## config.mk

```make
export PLATFORM = sky130hd
export DESIGN_NAME = menlo_audio_sample_feeder
export DESIGN_NICKNAME = d
export VERILOG_FILES = /design/src/rtl/menlo_audio_pkg.sv /design/src/rtl/menlo_sync_fifo.sv /design/src/rtl/menlo_audio_sample_feeder.sv
export SDC_FILE = /design/constraint.sdc
export NUM_CORES = 1
export LEC_CHECK = 0
export ABC_CLOCK_PERIOD_IN_PS = 5960
export BUFFER_PORTS_ARGS = -buffer_cell sky130_fd_sc_hd__buf_2
export CORE_ASPECT_RATIO = 0.7
export CORE_UTILIZATION = 45
export DETAILED_ROUTE_END_ITERATION = 16
export HOLD_SLACK_MARGIN = 0.05
export SKIP_LAST_GASP = 1
export SYNTH_ARGS = -nofsm -noshare
export SYNTH_HDL_FRONTEND = slang
export SYNTH_SLANG_ARGS = --single-unit
```

## constraint.sdc

```tcl
create_clock -name clk -period 5.96 [get_ports clk]
set_clock_uncertainty 0.2 [all_clocks]
set_input_delay 1.192 -clock clk [delete_from_list [all_inputs] [get_ports clk]]
set_output_delay 1.192 -clock clk [all_outputs]
set_load 0.05 [all_outputs]
```

## src/rtl/menlo_audio_pkg.sv

```systemverilog
// Shared types and constants for the audio sample feeder.
// Nibble-to-PCM conversion helper lives here so the gain math has a single definition.
package menlo_audio_pkg;

    typedef enum logic [1:0] {
        ST_IDLE     = 2'd0,
        ST_RUN      = 2'd1,
        ST_UNDERRUN = 2'd2
    } state_e;

    localparam int FRAME_LEN = 32;
    localparam logic [3:0] SILENCE_CODE = 4'd8;

    typedef logic signed [15:0] pcm_t;

    // Centre the unsigned nibble around the silence code, then scale up.
    function automatic pcm_t nibble_to_pcm(input logic [3:0] nib, input int shift);
        logic signed [4:0] centred;
        pcm_t              ext;
        centred = signed'({1'b0, nib}) - signed'({1'b0, SILENCE_CODE});
        ext     = pcm_t'(centred);
        return ext <<< shift;
    endfunction

endpackage

```

## src/rtl/menlo_sync_fifo.sv

```systemverilog
// Single-clock FIFO with explicit occupancy; pop data is read combinationally from the head.
// Push into a full FIFO and pop from an empty FIFO are ignored; no write-to-read bypass.
module menlo_sync_fifo #(
    parameter int WIDTH = 4,
    parameter int DEPTH = 8
) (
    input  logic                       clk,
    input  logic                       reset_n,
    input  logic                       push_i,
    input  logic [WIDTH-1:0]           push_dat_i,
    input  logic                       pop_i,
    output logic [WIDTH-1:0]           pop_dat_o,
    output logic [$clog2(DEPTH+1)-1:0] level_o
);

    localparam int AW = $clog2(DEPTH);
    localparam int LW = $clog2(DEPTH + 1);

    logic [WIDTH-1:0] mem_q [DEPTH];
    logic [AW-1:0]    wr_ptr_q, wr_ptr_d;
    logic [AW-1:0]    rd_ptr_q, rd_ptr_d;
    logic [LW-1:0]    level_q, level_d;
    logic             push_ok, pop_ok;

    assign push_ok = push_i && (level_q != LW'(DEPTH));
    assign pop_ok  = pop_i && (level_q != '0);

    // Pointers wrap naturally because DEPTH is a power of two.
    always_comb begin
        wr_ptr_d = push_ok ? wr_ptr_q + AW'(1) : wr_ptr_q;
        rd_ptr_d = pop_ok  ? rd_ptr_q + AW'(1) : rd_ptr_q;
        level_d  = level_q;
        if (push_ok && !pop_ok) begin
            level_d = level_q + LW'(1);
        end else if (pop_ok && !push_ok) begin
            level_d = level_q - LW'(1);
        end
    end

    always_ff @(posedge clk or negedge reset_n) begin
        if (!reset_n) begin
            wr_ptr_q <= '0;
            rd_ptr_q <= '0;
            level_q  <= '0;
        end else begin
            wr_ptr_q <= wr_ptr_d;
            rd_ptr_q <= rd_ptr_d;
            level_q  <= level_d;
        end
    end

    always_ff @(posedge clk) begin
        if (push_ok) begin
            mem_q[wr_ptr_q] <= push_dat_i;
        end
    end

    assign pop_dat_o = mem_q[rd_ptr_q];
    assign level_o   = level_q;

endmodule

```

## src/rtl/menlo_audio_sample_feeder.sv

```systemverilog
// Buffers Gigatron audio nibbles and emits one signed PCM word per frame, re-priming after underrun.
// Output registered at the frame boundary; sample_ready drops only when the buffer is full.
module menlo_audio_sample_feeder #(
    parameter int FIFO_DEPTH  = 8,
    parameter int PRIME_LEVEL = 4,
    parameter int FRAME_LEN   = menlo_audio_pkg::FRAME_LEN,
    parameter int GAIN_SHIFT  = 12
) (
    input  logic               clk,
    input  logic               reset_n,
    input  logic [3:0]         sample_in,
    input  logic               sample_valid,
    output logic               sample_ready,
    input  logic               mute,
    output logic signed [15:0] audio_out,
    output logic               frame_strobe,
    output logic [3:0]         fifo_level,
    output logic [7:0]         underrun_count
);

    import menlo_audio_pkg::*;

    localparam int LW = $clog2(FIFO_DEPTH + 1);
    localparam int CW = $clog2(FRAME_LEN);
    localparam logic [CW-1:0] LAST_CNT = CW'(FRAME_LEN - 1);

    state_e          state_q, state_d;
    logic [CW-1:0]   frame_cnt_q, frame_cnt_d;
    pcm_t            audio_q, audio_d;
    logic            strobe_q;
    logic [7:0]      urun_q, urun_d;
    logic            boundary;
    logic            push, pop;
    logic [3:0]      head_dat;
    logic [LW-1:0]   level;

    menlo_sync_fifo #(
        .WIDTH (4),
        .DEPTH (FIFO_DEPTH)
    ) u_fifo (
        .clk        (clk),
        .reset_n    (reset_n),
        .push_i     (push),
        .push_dat_i (sample_in),
        .pop_i      (pop),
        .pop_dat_o  (head_dat),
        .level_o    (level)
    );

    assign sample_ready = (level != LW'(FIFO_DEPTH));
    assign push         = sample_valid && sample_ready;
    assign boundary     = (frame_cnt_q == LAST_CNT);
    assign frame_cnt_d  = boundary ? '0 : frame_cnt_q + CW'(1);

    always_ff @(posedge clk or negedge reset_n) begin
        if (!reset_n) begin
            state_q     <= ST_IDLE;
            frame_cnt_q <= '0;
            audio_q     <= '0;
            strobe_q    <= 1'b0;
            urun_q      <= '0;
        end else begin
            state_q     <= state_d;
            frame_cnt_q <= frame_cnt_d;
            audio_q     <= audio_d;
            strobe_q    <= boundary;
            urun_q      <= urun_d;
        end
    end

    always_comb begin
        state_d = state_q;
        if (boundary) begin
            case (state_q)
                ST_IDLE:     if (level >= LW'(PRIME_LEVEL)) state_d = ST_RUN;
                ST_RUN:      if (level == '0) state_d = ST_UNDERRUN;
                ST_UNDERRUN: state_d = ST_IDLE;
                default:     state_d = ST_IDLE;
            endcase
        end
    end

    // Mute only overrides the loaded value; the pop still happens so pacing is kept.
    always_comb begin
        pop     = 1'b0;
        audio_d = audio_q;
        urun_d  = urun_q;
        if (boundary) begin
            case (state_q)
                ST_IDLE: audio_d = '0;
                ST_RUN: begin
                    if (level == '0) begin
                        urun_d = (urun_q == 8'hFF) ? urun_q : urun_q + 8'd1;
                    end else begin
                        pop     = 1'b1;
                        audio_d = nibble_to_pcm(head_dat, GAIN_SHIFT);
                    end
                end
                default: audio_d = audio_q;
            endcase
            if (mute) begin
                audio_d = '0;
            end
        end
    end

    assign audio_out      = audio_q;
    assign frame_strobe   = strobe_q;
    assign fifo_level     = 4'(level);
    assign underrun_count = urun_q;

endmodule

```

; ---- Word level (Yosys, flattened, before mapping)
; Memory sizes are Yosys's and may differ from the RTL's.
; Index checks and enable logic that the tools add are counted.
[totals]
register_bits = 42
ram_bits = 32
inputBits = 8
output_inout_bits = 30
n_memories = 1
[classes]
add_sub_neg = 7
order_cmp = 1
eq_ne = 7
mux = 14
bitwise_logic = 1
n_reduce_logical = 15
[mem_list]
columns = memory, words, width, read_ports, rd_ports_with_merged_regs, wr, line_no
row1 = u_fifo.mem_q, 8, 4, 1, 0, 1, menlo_sync_fifo.sv:19  ; logic [WIDTH-1:0] mem_q [DEPTH];
[op_table]
columns = cell, count
row1 = 2-to-1 mux 16 bit, 2
row2 = one-hot mux 16 bit (2 select lines), 1
row3 = adder 8 x 1 -> 8 bit (second input constant), 1
row4 = == test 8 bit (second input constant), 1
row5 = 2-to-1 mux 4 bit, 2
row6 = adder 3 x 1 -> 3 bit (second input constant), 2
row7 = AND reduction 3 bit, 2
row8 = adder 5 x 1 -> 5 bit (second input constant), 1
row9 = == test 5 bit (second input constant), 1
row10 = logical AND 1 bit, 5
row11 = 2-to-1 mux 1 bit, 5
row12 = 2-to-1 mux 5 bit, 1
row13 = adder 4 x 1 -> 4 bit (second input constant), 1
row14 = >= comparator 4 x 3 -> 1 bit (second input constant), 1
row15 = logical NOT 4 bit, 1
row16 = 2-to-1 mux 2 bit, 2
row17 = inequality test 2 bit (second input constant), 2
row18 = inequality test 4 bit (second input constant), 1
row19 = one-hot mux 2 bit (2 select lines), 1
row20 = AND reduction 4 bit, 1
row21 = nonzero test 4 bit, 1
row22 = subtractor 4 x 1 -> 4 bit (second input constant), 1
row23 = subtractor 4 bit (second input constant), 1
row24 = inequality test 3 bit (second input constant), 1
row25 = other kinds (6), 7

; ---- Logic depth before layout (Yosys ltp)
[depth]
word_depth = 8
mapped_depth = 14
mapped_depth_nobuf = 13

; ---- Cells and area by module
; A second synthesis with hierarchy kept.
[hier_totals]
cells_unflattened = 193
hier_area_um2 = 2803.9
[by_module_without_submodules]
columns = module, n_inst, cells_per_inst, area_each_um2, seq_area_each_um2
row1 = menlo_sync_fifo, 1, 107, 1839.3, 1211.2
row2 = menlo_audio_sample_feeder, 1, 86, 964.7, 500.5

; ---- Worst setup path before layout
; Ideal clock, no wire load.
[synth_timing]
kind = register to register
from = register u_fifo.level_q[1], in the netlist u_fifo.level_o[1]
to = register u_fifo.level_q[3], in the netlist u_fifo.level_o[3]
setup_ps = 136
arrival_time_ps = 2928
path_slack_ps = 2696
path_stages_with_launch = 10
path_cell_list = dfrtp_1 or4b_4 nand2_1 inv_1 ha_1 inv_1 ha_1 a21o_1 a2111oi_0 o31ai_1
[synth_between]
word_cells_on_any_way = 18
classes_between = add/sub: 2 / eq/ne: 1 / mux: 5 / reduce/logical: 10
[synth_rtl]
columns = element, line_no
row1 = from (decl), menlo_sync_fifo.sv:22  ; logic [LW-1:0] level_q, level_d;
row2 = from (signal assigned), menlo_sync_fifo.sv:48  ; level_q <= level_d;
row3 = inequality test 4 bit *, menlo_audio_sample_feeder.sv:50  ; assign sample_ready = (level != LW'(FIFO_DEPTH));
row4 = named net sample_ready, menlo_audio_sample_feeder.sv:13  ; output logic sample_ready,
row5 = logical AND 1 bit, menlo_audio_sample_feeder.sv:51  ; assign push = sample_valid && sample_ready;
row6 = logical AND 1 bit *, menlo_sync_fifo.sv:25  ; assign push_ok = push_i && (level_q != LW'(DEPTH));
row7 = named net u_fifo.push_ok, menlo_sync_fifo.sv:23  ; logic push_ok, pop_ok;
row8 = logical NOT 1 bit, menlo_sync_fifo.sv:35  ; end else if (pop_ok && !push_ok) begin
row9 = logical AND 1 bit, menlo_sync_fifo.sv:35
row10 = nonzero test 2 bit (no line), --
; The timed path passes the listed nets; every way through them passes the cells marked *. The select of a mux whose other input is x is not followed.
; A chain may end at the register's enable or synchronous reset.

; ---- Final worst setup path
[layout_timing]
from = register frame_cnt_q[0]
to = register u_fifo.level_q[3], in the netlist u_fifo.level_o[3]
[layout_between]
elab_chain_len = 6
word_cells_on_any_way = 8
classes_between = eq/ne: 1 / mux: 2 / reduce/logical: 5
[layout_lines]
columns = element, line_no
row1 = from (decl), menlo_audio_sample_feeder.sv:28  ; logic [CW-1:0] frame_cnt_q, frame_cnt_d;
row2 = from (signal assigned), menlo_audio_sample_feeder.sv:64  ; frame_cnt_q <= frame_cnt_d;
row3 = == test 5 bit *, menlo_audio_sample_feeder.sv:52  ; assign boundary = (frame_cnt_q == LAST_CNT);
row4 = named net boundary, menlo_audio_sample_feeder.sv:32  ; logic boundary;
row5 = 2-to-1 mux 1 bit *, menlo_audio_sample_feeder.sv:88  ; if (boundary) begin
row6 = logical AND 1 bit *, menlo_sync_fifo.sv:26  ; assign pop_ok = pop_i && (level_q != '0);
row7 = logical NOT 1 bit, menlo_sync_fifo.sv:33  ; if (push_ok && !pop_ok) begin
row8 = logical AND 1 bit, menlo_sync_fifo.sv:33
row9 = 2-to-1 mux 4 bit / nonzero test 2 bit (equally long branches), --
; The timed path passes the listed nets; every way through them passes the cells marked *.

==> reports/metrics.cfg <==
[clock_network]
cts_hold_repair.buffers=0
tritoncts_num_sinks=62
clock-root-buffer=sky130_fd_sc_hd__clkbuf_8
cts.clk_slew.worst_paths_ns=0.07
cts_tree=built
cts.path.max_buffers=2
clock_latency_ns=0.34
cts_repair_resize_count=0
setup_fix_bufs_post_cts=0
cts_inserted_buffers=9
htree_levels=3

[timing]
period_needed_ns=3.39
fmax_mhz=295
worst_slew_pin_slew_ns=0.951
final-max-slew-violation-count=0
final.period_utilization_pct=56.8
finalSetupViolations=0
setup_tns_ns=0
maxSlewHeadroom_pct=36.0
rsz0062_at_grt=false
report.final.hold_viol_count=0
finalWorstSetupSlack_ns=2.57

[worst_setup_path]
critPathLaunchType=register
path_class=register to register
crit_path_end_kind=register
cp_cell_sequence=ha_1 > and3_1 > ha_1 > and3b_1 > and2_1 > inv_1 > ha_1 > inv_1 > ha_1 > a21o_1 > a2111oi_0 > o31ai_1
cp.arrival_ns=3.40
critPathRequiredTime_ns=5.97
max_stage_delay_ns=0.43
reg2reg_depth=12
r2r_start=frame_cnt_q[0]
path_common_cell=sky130_fd_sc_hd__ha_1
timing.critical_path.slowest_stage_cell=sky130_fd_sc_hd__a2111oi_0
crit_path_max_fanout=9
worstReg2RegEnd=u_fifo.level_o[3]
rrSetupSlack_ns=2.57

[finish]
fin_nets=245
post_route_cells_drive_above_1_share_pct=23.6
commonest_non_fill_non_tap_cell_in_the_layout=sky130_fd_sc_hd__edfxtp_1
fillerInstances=486
layout.cells.non_filler=308
layout_common_cells=32 x sky130_fd_sc_hd__edfxtp_1, 30 x sky130_fd_sc_hd__dfrtp_1, 25 x sky130_fd_sc_hd__buf_2, 20 x sky130_fd_sc_hd__nand2_1, 12 x sky130_fd_sc_hd__conb_1
final_core_util_pct=53.4
insertedDiodeCount=0
area_growth_syn_to_layout_pct=12.6

[placed_design]
finalWeightedCongestion=0.747
numPlacedInstances=292
dp_hpwl_um=3220
place_worst_setup_slack_ns=2.57
buffer_ports.inserted=25

[synthesis]
netlist_instances=198
compound_cell_area_share_of_the_yosys_netlist_pct=3.65
synth_mux_area_share_pct=9.82
synth_area_um2=2740
synth_sequential_area_ratio_pct=62.5
synth-xor-area-share_pct=4.79
synthDistinctLibCells=35
synthesis.yosys.warnings=0
synth_top_family_by_area=simple AND/OR/NAND/NOR gates
synth-simple-area-share_pct=9.86
postSynthAreaPerCell_um2=13.8
ys_seq_elements=62
synth_adder_area_share_pct=4.38

[job]
max-cap-violations=0

[global_route]
antenna_found_initial=0
grt.total_usage_pct=17.0
global_route_overflow=0
first_pass_grt_wire_length_um=7450
first_global_vias=1515
grt_start_max_net_pins=31

[detailed_routing]
route.detailed.wl_per_inst_um=14.6
drt_pre_antenna_iters=4
antenna_left=0
drtIter0Drc=80
route.detailed.vias_per_inst=5.04
route.vias.total=1552
post-route-drc-count=0
detail_route.wirelength_um=4500

[worst_hold_path]
timing.hold.worst_endpoint=frame_cnt_q[0]
timing.hold.worst.start=frame_cnt_q[0]
hold-path-cell-count=1
timing.hold.worst.class=register to register

[power_and_ir_drop]
vdd.ir_drop.worst_v=0.000298
p_leak_uw=0.00131
power.density_nw_per_um2=382

[floorplan]
die_area_um2=6410
floorplan.rows=23
floorplan.die.width_um=95.3
initial_core_util_pct=47.4
fp.coreArea_um2=5780
die_height_um=67.3
num_io_pins=38

[run_status]
status=complete, no violations

==> synth_stat cells <==
cell,n,area [um2]
sky130_fd_sc_hd__nand3_1,5,25.0
sky130_fd_sc_hd__nor3_1,10,50.1
sky130_fd_sc_hd__and3_1,1,6.26
sky130_fd_sc_hd__nor4_1,2,12.5
sky130_fd_sc_hd__clkbuf_1,2,7.51
sky130_fd_sc_hd__dfrtp_1,30,751
sky130_fd_sc_hd__nand2_1,20,75.1
sky130_fd_sc_hd__mux2_4,1,15.0
sky130_fd_sc_hd__nand4_1,1,6.26
sky130_fd_sc_hd__o211ai_2,1,12.5
sky130_fd_sc_hd__buf_2,2,10.0
sky130_fd_sc_hd__xnor2_1,7,61.3
sky130_fd_sc_hd__o221ai_1,1,8.76
sky130_fd_sc_hd__nand2b_1,4,25.0
sky130_fd_sc_hd__buf_4,12,90.1
sky130_fd_sc_hd__xor2_1,8,70.1
sky130_fd_sc_hd__and3b_1,1,8.76
sky130_fd_sc_hd__nor2_1,9,33.8
sky130_fd_sc_hd__ha_1,8,100
sky130_fd_sc_hd__a21o_1,1,7.51
sky130_fd_sc_hd__buf_1,1,3.75
sky130_fd_sc_hd__or4_1,1,7.51
sky130_fd_sc_hd__o31ai_1,1,7.51
sky130_fd_sc_hd__a2111oi_0,1,8.76
sky130_fd_sc_hd__or4b_4,1,13.8
sky130_fd_sc_hd__a21oi_1,1,5.00
sky130_fd_sc_hd__mux2i_1,4,40.0
sky130_fd_sc_hd__inv_1,6,22.5
sky130_fd_sc_hd__mux2_2,3,33.8
sky130_fd_sc_hd__mux4_2,8,180
sky130_fd_sc_hd__edfxtp_1,32,961
sky130_fd_sc_hd__and2_1,1,6.26
sky130_fd_sc_hd__conb_1,1,3.75
sky130_fd_sc_hd__o21ai_0,10,50.1
sky130_fd_sc_hd__fa_1,1,20.0
==> cell type report <==
cell class,instances,area (um2),area share [%]
Tap cell,75,93.8,3.04
Clock inverter,7,73.8,2.39
Inverter,6,22.5,0.730
Timing Repair Buffer,25,125,4.05
Sequential cell,62,1710,55.5
Multi-Input combinational cell,124,936,30.3
Clock buffer,9,124,4.01
==> registers in the layout, summed over array words and instances, names as in the netlist <==
| register | cells |
|---|---|
| u_fifo.wr_ptr_q | 3 |
| u_fifo.mem_q | 32 |
| frame_cnt_q | 5 |
| u_fifo.rd_ptr_q | 3 |
| u_fifo.level_o | 4 |
| state_q | 2 |
| underrun_count | 8 |
| frame_strobe | 1 |
| audio_out | 4 |
==> where the power goes <==
part / switching, uW / total, uW / internal (uW)
logic: 166 / 253 / 86.1
clock network: 168 / 362 / 194
registers: 56.8 / 566 / 510
==> worst max-delay path: cells and delay by family, from the launching register on <==
| kind | cells | cell delay, ns |
|---|---|---|
| buffers and inverters | 2 | 0.21 |
| flip-flops | 1 | 0.40 |
| AND/OR/NAND/NOR | 3 | 0.68 |
| AO/OA/AOI/OAI | 3 | 0.77 |
| adder cells (fa/ha/maj) | 4 | 1.01 |
==> per-layer routing <==
layer	up-vias	part of all wire, %	GRT usage, %	wire [um]
li1	750	-	-	-
met1	757	53	24.0	2370
met2	36	41	22.4	1850
met3	9	4.4	7.77	198
met4	0	1.8	6.82	79
met5	-	0	0	0
==> per-stage QoR <==
| stage | total power (uW) | hold slack (ns) | area, um2 |
|---|---|---|---|
| final | 1180 | 0.263 | 3090 |
| after global routing | 1240 | 0.301 | 3090 |
| after CTS | 1190 | 0.266 | 3090 |
| after detailed placement | 829 | 0.260 | 2890 |
| after global placement | 825 | 0.245 | 2890 |
| after floorplan | 766 | 0.233 | 2780 |
==> how the worst max path moves through the flow <==
stage	start	endpoint	cells after the start
4_1_cts	frame_cnt_q[0]	u_fifo.level_o[3]	12
3_3_place_gp	sample_valid	u_fifo.level_o[3]	9
5_1_grt	frame_cnt_q[0]	u_fifo.level_o[3]	12
6_report	frame_cnt_q[0]	u_fifo.level_o[3]	12
2_1_floorplan	u_fifo.level_o[1]	u_fifo.level_o[3]	9
3_5_place_dp	frame_cnt_q[0]	u_fifo.level_o[3]	12
==> logic make-up (layout without fill, tap and decap cells) <==
| logic type | after synthesis | in the layout |
|---|---|---|
| multiplexers | 16 | 16 |
| other | 1 | 12 |
| adder cells (fa/ha/maj) | 9 | 9 |
| flip-flops | 62 | 62 |
| AND/OR/NAND/NOR | 56 | 56 |
| buffers and inverters | 23 | 47 |
| XOR/XNOR | 15 | 15 |
| AO/OA/AOI/OAI | 16 | 16 |
(Power assumes the default switching activity.)
